===== src/rtl/cypher_pkg.sv =====
// Shared widths and FSM state type for the cypher transmit path.
package cypher_pkg;
   localparam int unsigned NIBBLE_W = 4;
   localparam int unsigned CYPHER_W = 16;
   localparam int unsigned SUM_W    = 10;
   localparam int unsigned REP_W    = 6;

   typedef enum logic [1:0] {
      IDLE,
      SEND,
      GAP,
      DONE
   } tx_state_t;
endpackage


===== src/rtl/cypher_transmitter_if.sv =====
// Nibble stream with valid/ready handshake between transmitter and detector.
interface cypher_transmitter_if;
   import cypher_pkg::*;

   logic [NIBBLE_W-1:0] seq_out;
   logic                seq_valid;
   logic                seq_ready;

   modport master (output seq_out, output seq_valid, input seq_ready);
   modport slave  (input seq_out, input seq_valid, output seq_ready);
endinterface


===== src/rtl/cypher_nibble_mux.sv =====
// Selects one nibble of the latched cypher, MSB nibble first; FILL when not valid.
module cypher_nibble_mux
   import cypher_pkg::*;
#(
   parameter logic [NIBBLE_W-1:0] FILL = 4'hF
) (
   input  logic [CYPHER_W-1:0] cypher,
   input  logic [1:0]          idx,
   input  logic                valid,
   output logic [NIBBLE_W-1:0] nibble
);
   always_comb begin
      nibble = FILL;
      if (valid) begin
         unique case (idx)
            2'd0: nibble = cypher[15:12];
            2'd1: nibble = cypher[11:8];
            2'd2: nibble = cypher[7:4];
            2'd3: nibble = cypher[3:0];
         endcase
      end
   end
endmodule


===== src/rtl/cypher_transmitter.sv =====
// Latches a cypher and repeat count on start, then streams it as nibbles with filler gaps.
module cypher_transmitter
   import cypher_pkg::*;
#(
   parameter int unsigned         GAP_CYCLES = 2,
   parameter logic [NIBBLE_W-1:0] FILL       = 4'hF
) (
   input  logic                 clock,
   input  logic                 reset,
   input  logic                 start,
   input  logic [CYPHER_W-1:0]  fullcypher,
   input  logic [REP_W-1:0]     repeat_n,
   cypher_transmitter_if.master seq,
   output logic                 busy,
   output logic                 done,
   output logic [SUM_W-1:0]     sent_count
);
   localparam logic [3:0] GAP_LAST = (GAP_CYCLES == 0) ? 4'd0 : 4'(GAP_CYCLES - 1);

   tx_state_t            state, state_next;
   logic [CYPHER_W-1:0]  cypher;
   logic [REP_W-1:0]     remaining;
   logic [1:0]           idx;
   logic [3:0]           gap_cnt;
   logic                 xfer;
   logic                 last_xfer;

   assign xfer      = (state == SEND) && seq.seq_ready;
   assign last_xfer = xfer && (idx == 2'd3);

   always_ff @(posedge clock or negedge reset) begin
      if (!reset) state <= IDLE;
      else        state <= state_next;
   end

   always_comb begin
      state_next = state;
      unique case (state)
         IDLE: if (start) state_next = (repeat_n == '0) ? DONE : SEND;
         SEND: begin
            if (last_xfer) begin
               if (remaining == REP_W'(1)) state_next = DONE;
               else if (GAP_CYCLES > 0)    state_next = GAP;
               else                        state_next = SEND;
            end
         end
         GAP:  if (gap_cnt == GAP_LAST) state_next = SEND;
         DONE: state_next = IDLE;
      endcase
   end

   always_ff @(posedge clock or negedge reset) begin
      if (!reset) begin
         cypher     <= '0;
         remaining  <= '0;
         idx        <= '0;
         gap_cnt    <= '0;
         sent_count <= '0;
      end else begin
         unique case (state)
            IDLE: begin
               if (start) begin
                  cypher     <= fullcypher;
                  remaining  <= repeat_n;
                  idx        <= '0;
                  sent_count <= '0;
               end
            end
            SEND: begin
               gap_cnt <= '0;
               // idx wraps 3 -> 0, so the next repetition always begins at nibble 0
               if (xfer) idx <= idx + 2'd1;
               if (last_xfer) begin
                  remaining <= remaining - REP_W'(1);
                  if (sent_count != '1) sent_count <= sent_count + SUM_W'(1);
               end
            end
            GAP:  gap_cnt <= gap_cnt + 4'd1;
            DONE: ;
         endcase
      end
   end

   assign busy          = (state != IDLE);
   assign done          = (state == DONE);
   assign seq.seq_valid = (state == SEND);

   cypher_nibble_mux #(.FILL(FILL)) u_mux (
      .cypher (cypher),
      .idx    (idx),
      .valid  (state == SEND),
      .nibble (seq.seq_out)
   );
endmodule


===== src/flat_wrapper.sv =====
// flat-port wrapper written by rule: the top's interface ports become plain ports
module cypher_transmitter_flat import cypher_pkg::*;
#(
   parameter int unsigned         GAP_CYCLES = 2,
   parameter logic [NIBBLE_W-1:0] FILL       = 4'hF
)
  (clock, reset, start, fullcypher, repeat_n, busy, done, sent_count, seq_seq_out, seq_seq_valid, seq_seq_ready);
  cypher_transmitter_if seq_i ();
  input  logic clock;
  input  logic reset;
  input  logic start;
  input  logic [CYPHER_W-1:0] fullcypher;
  input  logic [REP_W-1:0] repeat_n;
  output logic busy;
  output logic done;
  output logic [SUM_W-1:0] sent_count;
  output wire logic [$bits(seq_i.seq_out)-1:0] seq_seq_out;
  output wire logic [$bits(seq_i.seq_valid)-1:0] seq_seq_valid;
  input wire logic [$bits(seq_i.seq_ready)-1:0] seq_seq_ready;
  assign seq_seq_out = seq_i.seq_out;
  assign seq_seq_valid = seq_i.seq_valid;
  assign seq_i.seq_ready = seq_seq_ready;
  cypher_transmitter #(.GAP_CYCLES(GAP_CYCLES), .FILL(FILL)) u_core (.clock(clock), .reset(reset), .start(start), .fullcypher(fullcypher), .repeat_n(repeat_n), .seq(seq_i), .busy(busy), .done(done), .sent_count(sent_count));
endmodule

===== config.mk =====
export PLATFORM = sky130hd
export DESIGN_NAME = cypher_transmitter_flat
export DESIGN_NICKNAME = d
export VERILOG_FILES = /design/src/rtl/cypher_pkg.sv /design/src/rtl/cypher_transmitter_if.sv /design/src/rtl/cypher_nibble_mux.sv /design/src/rtl/cypher_transmitter.sv /design/src/flat_wrapper.sv
export SDC_FILE = /design/constraint.sdc
export NUM_CORES = 1
export LEC_CHECK = 0
export BUFFER_PORTS_ARGS = -buffer_cell sky130_fd_sc_hd__clkbuf_2
export CORE_MARGIN = 2
export CORE_UTILIZATION = 47
export CTS_BUF_LIST = sky130_fd_sc_hd__clkbuf_2
export CTS_CLUSTER_SIZE = 40
export DETAILED_ROUTE_END_ITERATION = 8
export PLACE_DENSITY = 0.75
export REMOVE_ABC_BUFFERS = 1
export SLEW_MARGIN = 20
export SYNTH_ARGS = -nofsm -noshare
export SYNTH_HDL_FRONTEND = slang
export SYNTH_SLANG_ARGS = --single-unit
export TNS_END_PERCENT = 20

===== constraint.sdc =====
create_clock -name clock -period 2 [get_ports clock]
set_input_delay 0.1 -clock clock [delete_from_list [all_inputs] [get_ports clock]]
set_output_delay 0.1 -clock clock [all_outputs]
set_load 0.05 [all_outputs]

Yosys cells after proc, flatten, opt, wreduce, memory -nomap -nowiden
Cells that the tools add are included.
- flip-flop bits (word level): 40
- latch bits: 0
- bits in writable memories: 0
- memory bits (read-only): 0
- input bits: 26
- logic and storage cells: 56
- memories kept: 0
- $add $sub $neg: 4
- multiply operators: 0
- divide/modulo/power cells: 0
- magnitude comparators: 0
- eq/ne operators: 14
- shift-type cells: 0
- muxes and demuxes: 19
- bitwise operators: 0
- reductions and logical operators: 13
- operators by type and width (cell ; number):
    two-way mux 10 bit ; 3
    one-hot mux 10 bit (2 select lines) ; 1
    one-hot mux 4 bit (4 select lines) ; 1
    two-way mux 2 bit ; 6
    two-way mux 6 bit ; 2
    one-hot mux 6 bit (2 select lines) ; 1
    adder 10 x 1 -> 10 bit (second input constant) ; 1
    inequality test 10 bit (second input constant) ; 1
    AND reduction 3 bit ; 3
    == test 2 bit (second input constant) ; 4
    inequality test 2 x 1 -> 1 bit (second input constant) ; 4
    one-hot mux 2 bit (4 select lines) ; 1
    one-hot mux 4 bit (2 select lines) ; 1
    == test 6 x 1 -> 1 bit (second input constant) ; 1
    logical NOT 6 bit ; 1
    nonzero test 2 bit ; 3
    subtractor 6 x 1 -> 6 bit (second input constant) ; 1
    adder 4 x 1 -> 4 bit (second input constant) ; 1
    == test 2 x 1 -> 1 bit (second input constant) ; 2
    == test 4 x 1 -> 1 bit (second input constant) ; 1
    logical NOT 2 bit ; 2
    two-way mux 4 bit ; 1
    one-hot mux 2 bit (2 select lines) ; 1
    AND reduction 4 bit ; 1
    other kinds (5) ; 6

Depth between registers and ports, before layout
- depth in word-level cells: 5
- mapped depth: 7

Modules after synthesis
Synthesis repeated with hierarchy kept, for this count alone.
- cells, all modules: 210
- area total of the unflattened synthesis: 2314.7 sq um
- by module, submodules not included (module ; instances ; cells an instance ; area each (sq um) ; sequential area each (sq um)):
    cypher_transmitter ; 1 ; 202 ; 2184.6 ; 1001.0
    cypher_nibble_mux ; 1 ; 8 ; 130.1 ; 0.0

Least setup slack after synthesis
Ideal clock, no wire load.
- kind: register to output
- start point: register u_core.state[1]
- end point: output seq_seq_out[0]
- arrival: 2.037 ns
- required time: 1.900 ns
- slack: -0.137 ns
- stages on the path, launching flop included: 7
- buffers on the path: 3
- cell sequence: dfrtp_1 inv_1 ha_1 buf_2 clkbuf_1 buf_2 nand2_1
- word-level cells in the longest chain between the ends: 2
- ends and longest elaborated chain (element ; line ; RTL):
    start: declaration ; cypher_transmitter.sv:20 ; tx_state_t state, state_next;
    start signal: assignment ; cypher_transmitter.sv:33 ; else state <= state_next;
    == test 2 x 1 -> 1 bit ; - ;
    net seq_seq_valid ; flat_wrapper.sv:18 ; output wire logic [$bits(seq_i.seq_valid)-1:0] seq_seq_valid;
    two-way mux 4 bit ; cypher_nibble_mux.sv:14 ; if (valid) begin
    end: declaration ; flat_wrapper.sv:17 ; output wire logic [$bits(seq_i.seq_out)-1:0] seq_seq_out;
The timed path passes the listed nets, and every way through them passes these cells.

Final worst setup path
- start point: register u_core.idx[1]
- end point: output seq_seq_out[0]
- word-level cells in the longest chain between the ends: 3
- ends and longest elaborated chain (element ; line ; RTL):
    start: declaration ; cypher_transmitter.sv:23 ; logic [1:0] idx;
    start signal: assignment ; cypher_transmitter.sv:72 ; if (xfer) idx <= idx + 2'd1;
    == test 2 bit, or another cell as far along ; cypher_nibble_mux.sv:15 ; unique case (idx)
    one-hot mux 4 bit (4 select lines) (*) ; cypher_nibble_mux.sv:15 ;
    two-way mux 4 bit (*) ; cypher_nibble_mux.sv:14 ;
Mark *: on every way between the ends. The rest lies on a longest branch, timed or not.

==> flow_summary.toml <==
[layout]
drive_gt1_share_pct = 32.3
final_cell_mix = "clkbuf_2 (43), dfrtp_1 (38), nand2_1 (21), o21ai_0 (21), dlygate4sd3_1 (20)"
diodes = 0
nets = 337
syn2layout_area_growth_pct = 30.4
final_common_cell = "clkbuf_2"

[grt]
grt-busiest-layer = "met2"
grt_usage_pct = 20.9
grt_pass1_wl_um = 8800
grt_use_met2_pct = 35.7
grt_start_max_net_pins = 41
antenna_found_initial = 0
grtUsageMet1_pct = 26.5
grt_pass1_vias = 1913
grtUsageMet3_pct = 4.53
grt-ovfl-total = 0

[power]
p_total_mw = 5.04
ir_drop_mv = 1.38
p_per_area_nw_per_um2 = 1700
leakagePower_nw = 1.39

[clock_tree]
cts_buffers = 5
h-tree-depth = 2
cts.sinks = 40
clk_pin_slew_ns = 0.20
cts_root_buffer = "clkbuf_2"
cts_tree = "built"
clkLatencyLatePin_ns = 0.41
cts_buffer_depth = 2

[route]
firstDrtPassIters = 5
wl_per_cell_um = 15.0
drtIter0Drc = 120
drc_errors = 0
drtAntennaViolNets = 0
num_vias = 1987
vias_per_cell = 5.66
totalWireLength_um = 5280

[outcome]
status = "complete, but fails checks"
violations = "setup timing"

[critical_path]
critical-path-top-delay-family = "flip-flops"
slowest_stage = "dfrtp_2"
crit_required_ns = 1.90
critPathCapture = "seq_seq_out[0]"
end_kind = "output port"
rr_endpoint = "u_core.sent_count[5]"
path_class = "reg -> out"
ff2ff_setup_slack_ns = 0.02
cpPeakStageDelay_ns = 0.51
worstPathCellList = "ha_4 > a222oi_1 > nand2_1 > o21ai_1 > nand2_1 > buf_8"
worstPathMaxFanout = 5
cp.depth = 6
regToRegStartpoint = "u_core.state[1]"
arrival_ns = 1.91
crit_top_cell = "nand2_1"
start_kind = "flip-flop"
cp_num_buf_inv = 1
crit_start = "u_core.idx[1]"
rr_worst_depth = 7

[timing]
fmaxAchievable_mhz = 497
setup_viol = 1
worstMarginPinSlew_ns = 0.522
fin_crit_sh_pct = 101
grt_setup_unrepaired = "yes"
finalHoldViolCount = 0
slew_headroom_pct = 65.2
drv_slew = 0
fin_worst_skew_ns = 0.0151
worst_slack_ns = -0.0124
finalSetupTns_ns = -0.0124
min_period_ns = 2.01

[yosys]
avgSynthCellArea_um2 = 10.3
synth_area_leaders = "dfrtp_1 (44%), mux2_2 (8.4%), ha_1 (7.7%)"
async_reset_ff_share_pct = 100
ys_warn_count = 0
netlist_area_um2 = 2280
yosysTopAreaCellShare_pct = 43.9
synth_ff_type = "dfrtp_1"
synth-edff-count = 0
ys_types = 47
synthCells = 221
seq_area_frac_synth_pct = 43.9
yosys.area.top_type = "dfrtp_1"
ys_ff_latch = 40

[hold_path]
hp-class = "in -> reg"

[die]
ios = 43
start_util_pct = 48.6
dieArea_um2 = 5420
die_h_um = 73.6
num_rows = 25
fp.dieW_um = 73.6
core_area_um2 = 4690

[run]
drv_cap = 0

[placed_design]
dp_slack_ns = 0.0318
gp_congestion = 0.812
hpwl_um = 3530
port_buffers = 42
worst register-to-register path, delay by kind of cell (launching register included):
family | cells | cell delay, ns
fa+ha+maj | 1 | 0.25
compound gates | 1 | 0.24
simple gates | 3 | 0.58
flops | 1 | 0.47
buf+inv | 2 | 0.35
where the power goes:
group / switching (mW) / leakage, nW / internal (mW)
logic: 1.73 / 0.849 / 1.18
clock network: 0.269 / 0.0490 / 0.330
registers: 0.357 / 0.489 / 1.17
synth_stat cells, types with 2 or more instances:
master,instances
a21oi_1,8
mux2_2,17
nand3b_1,2
buf_2,3
o21ai_1,2
nand2_1,21
dfrtp_1,40
nor2_1,8
nand3_1,11
nor4_1,4
nand2b_1,5
inv_1,11
nor3_1,5
a21o_1,3
ha_1,14
nand4_1,2
and4_1,2
a211o_1,2
a222oi_1,4
o2bb2ai_1,2
o21ai_0,22
and3_1,3
mux2i_1,4
o22ai_1,3
repair_timing:
item | 4_1_cts | 5_1_grt
buffers inserted | 2 | 2
endpoints found under the hold margin | 59 | 0
pin swaps | 5 | 6
hold buffers | 20 | 0
endpoints found under the setup margin | 5 | 8
resized for setup | 18 | 3
per-layer routing:
metal,vias to the layer above,wire length (um)
li1,967,-
met1,953,2370
met2,60,2550
met3,7,303
met4,0,59
met5,-,0
final cells by class:
class	instances	area, um^2
Inverter	11	41.3
Clock inverter	2	60.1
Tap cell	54	67.6
Sequential cell	40	1000
Clock buffer	5	25.0
Timing Repair Buffer	74	538
Fill cell	380	1720
Multi-Input combinational cell	165	1240
worst min-delay path by stage:
stage / cells past startpoint / endpoint / slack, ns / from
2_1_floorplan: 0 / u_core.cypher[0] / -0.20 / reset
3_3_place_gp: 2 / u_core.remaining[0] / 0.20 / reset
3_5_place_dp: 2 / u_core.remaining[1] / 0.20 / reset
4_1_cts: 3 / u_core.remaining[3] / 0.0001 / repeat_n[3]
5_1_grt: 3 / u_core.idx[0] / 0.01 / seq_seq_ready
6_report: 3 / u_core.remaining[3] / 0.01 / repeat_n[3]
registers in the layout (all words and copies together), names as in the netlist:
name,flops
u_core.state,2
u_core.sent_count,10
u_core.idx,2
u_core.remaining,6
u_core.cypher,16
u_core.gap_cnt,4
cell families (layout without fill, tap and decap cells):
kind of cell	count (synthesis)	after routing	share of synthesized area, %
AOI/OAI and AO/OA	57	57	17.2
xor gates and xnor gates	1	1	0.384
adders and majority gates	14	14	7.69
buffers and inverters	16	92	3.13
and+or+nand+nor	72	72	17.5
muxes	21	21	10.2
DFF	40	40	43.9
per-stage QoR:
step / utilization, % / hold WS [ns] / cell area (um^2) / instances
final: 63.3 / 0.0106 / 2970 / 351
after global routing: 63.3 / 0.0119 / 2970 / 351
after CTS: 63.0 / 0.000110 / 2950 / 349
after detailed placement: 55.1 / 0.200 / 2590 / 320
after global placement: 55.1 / 0.199 / 2590 / 320
after floorplan: - / -0.196 / 2250 / 216
Note: power is estimated with default switching activity, not from simulation.
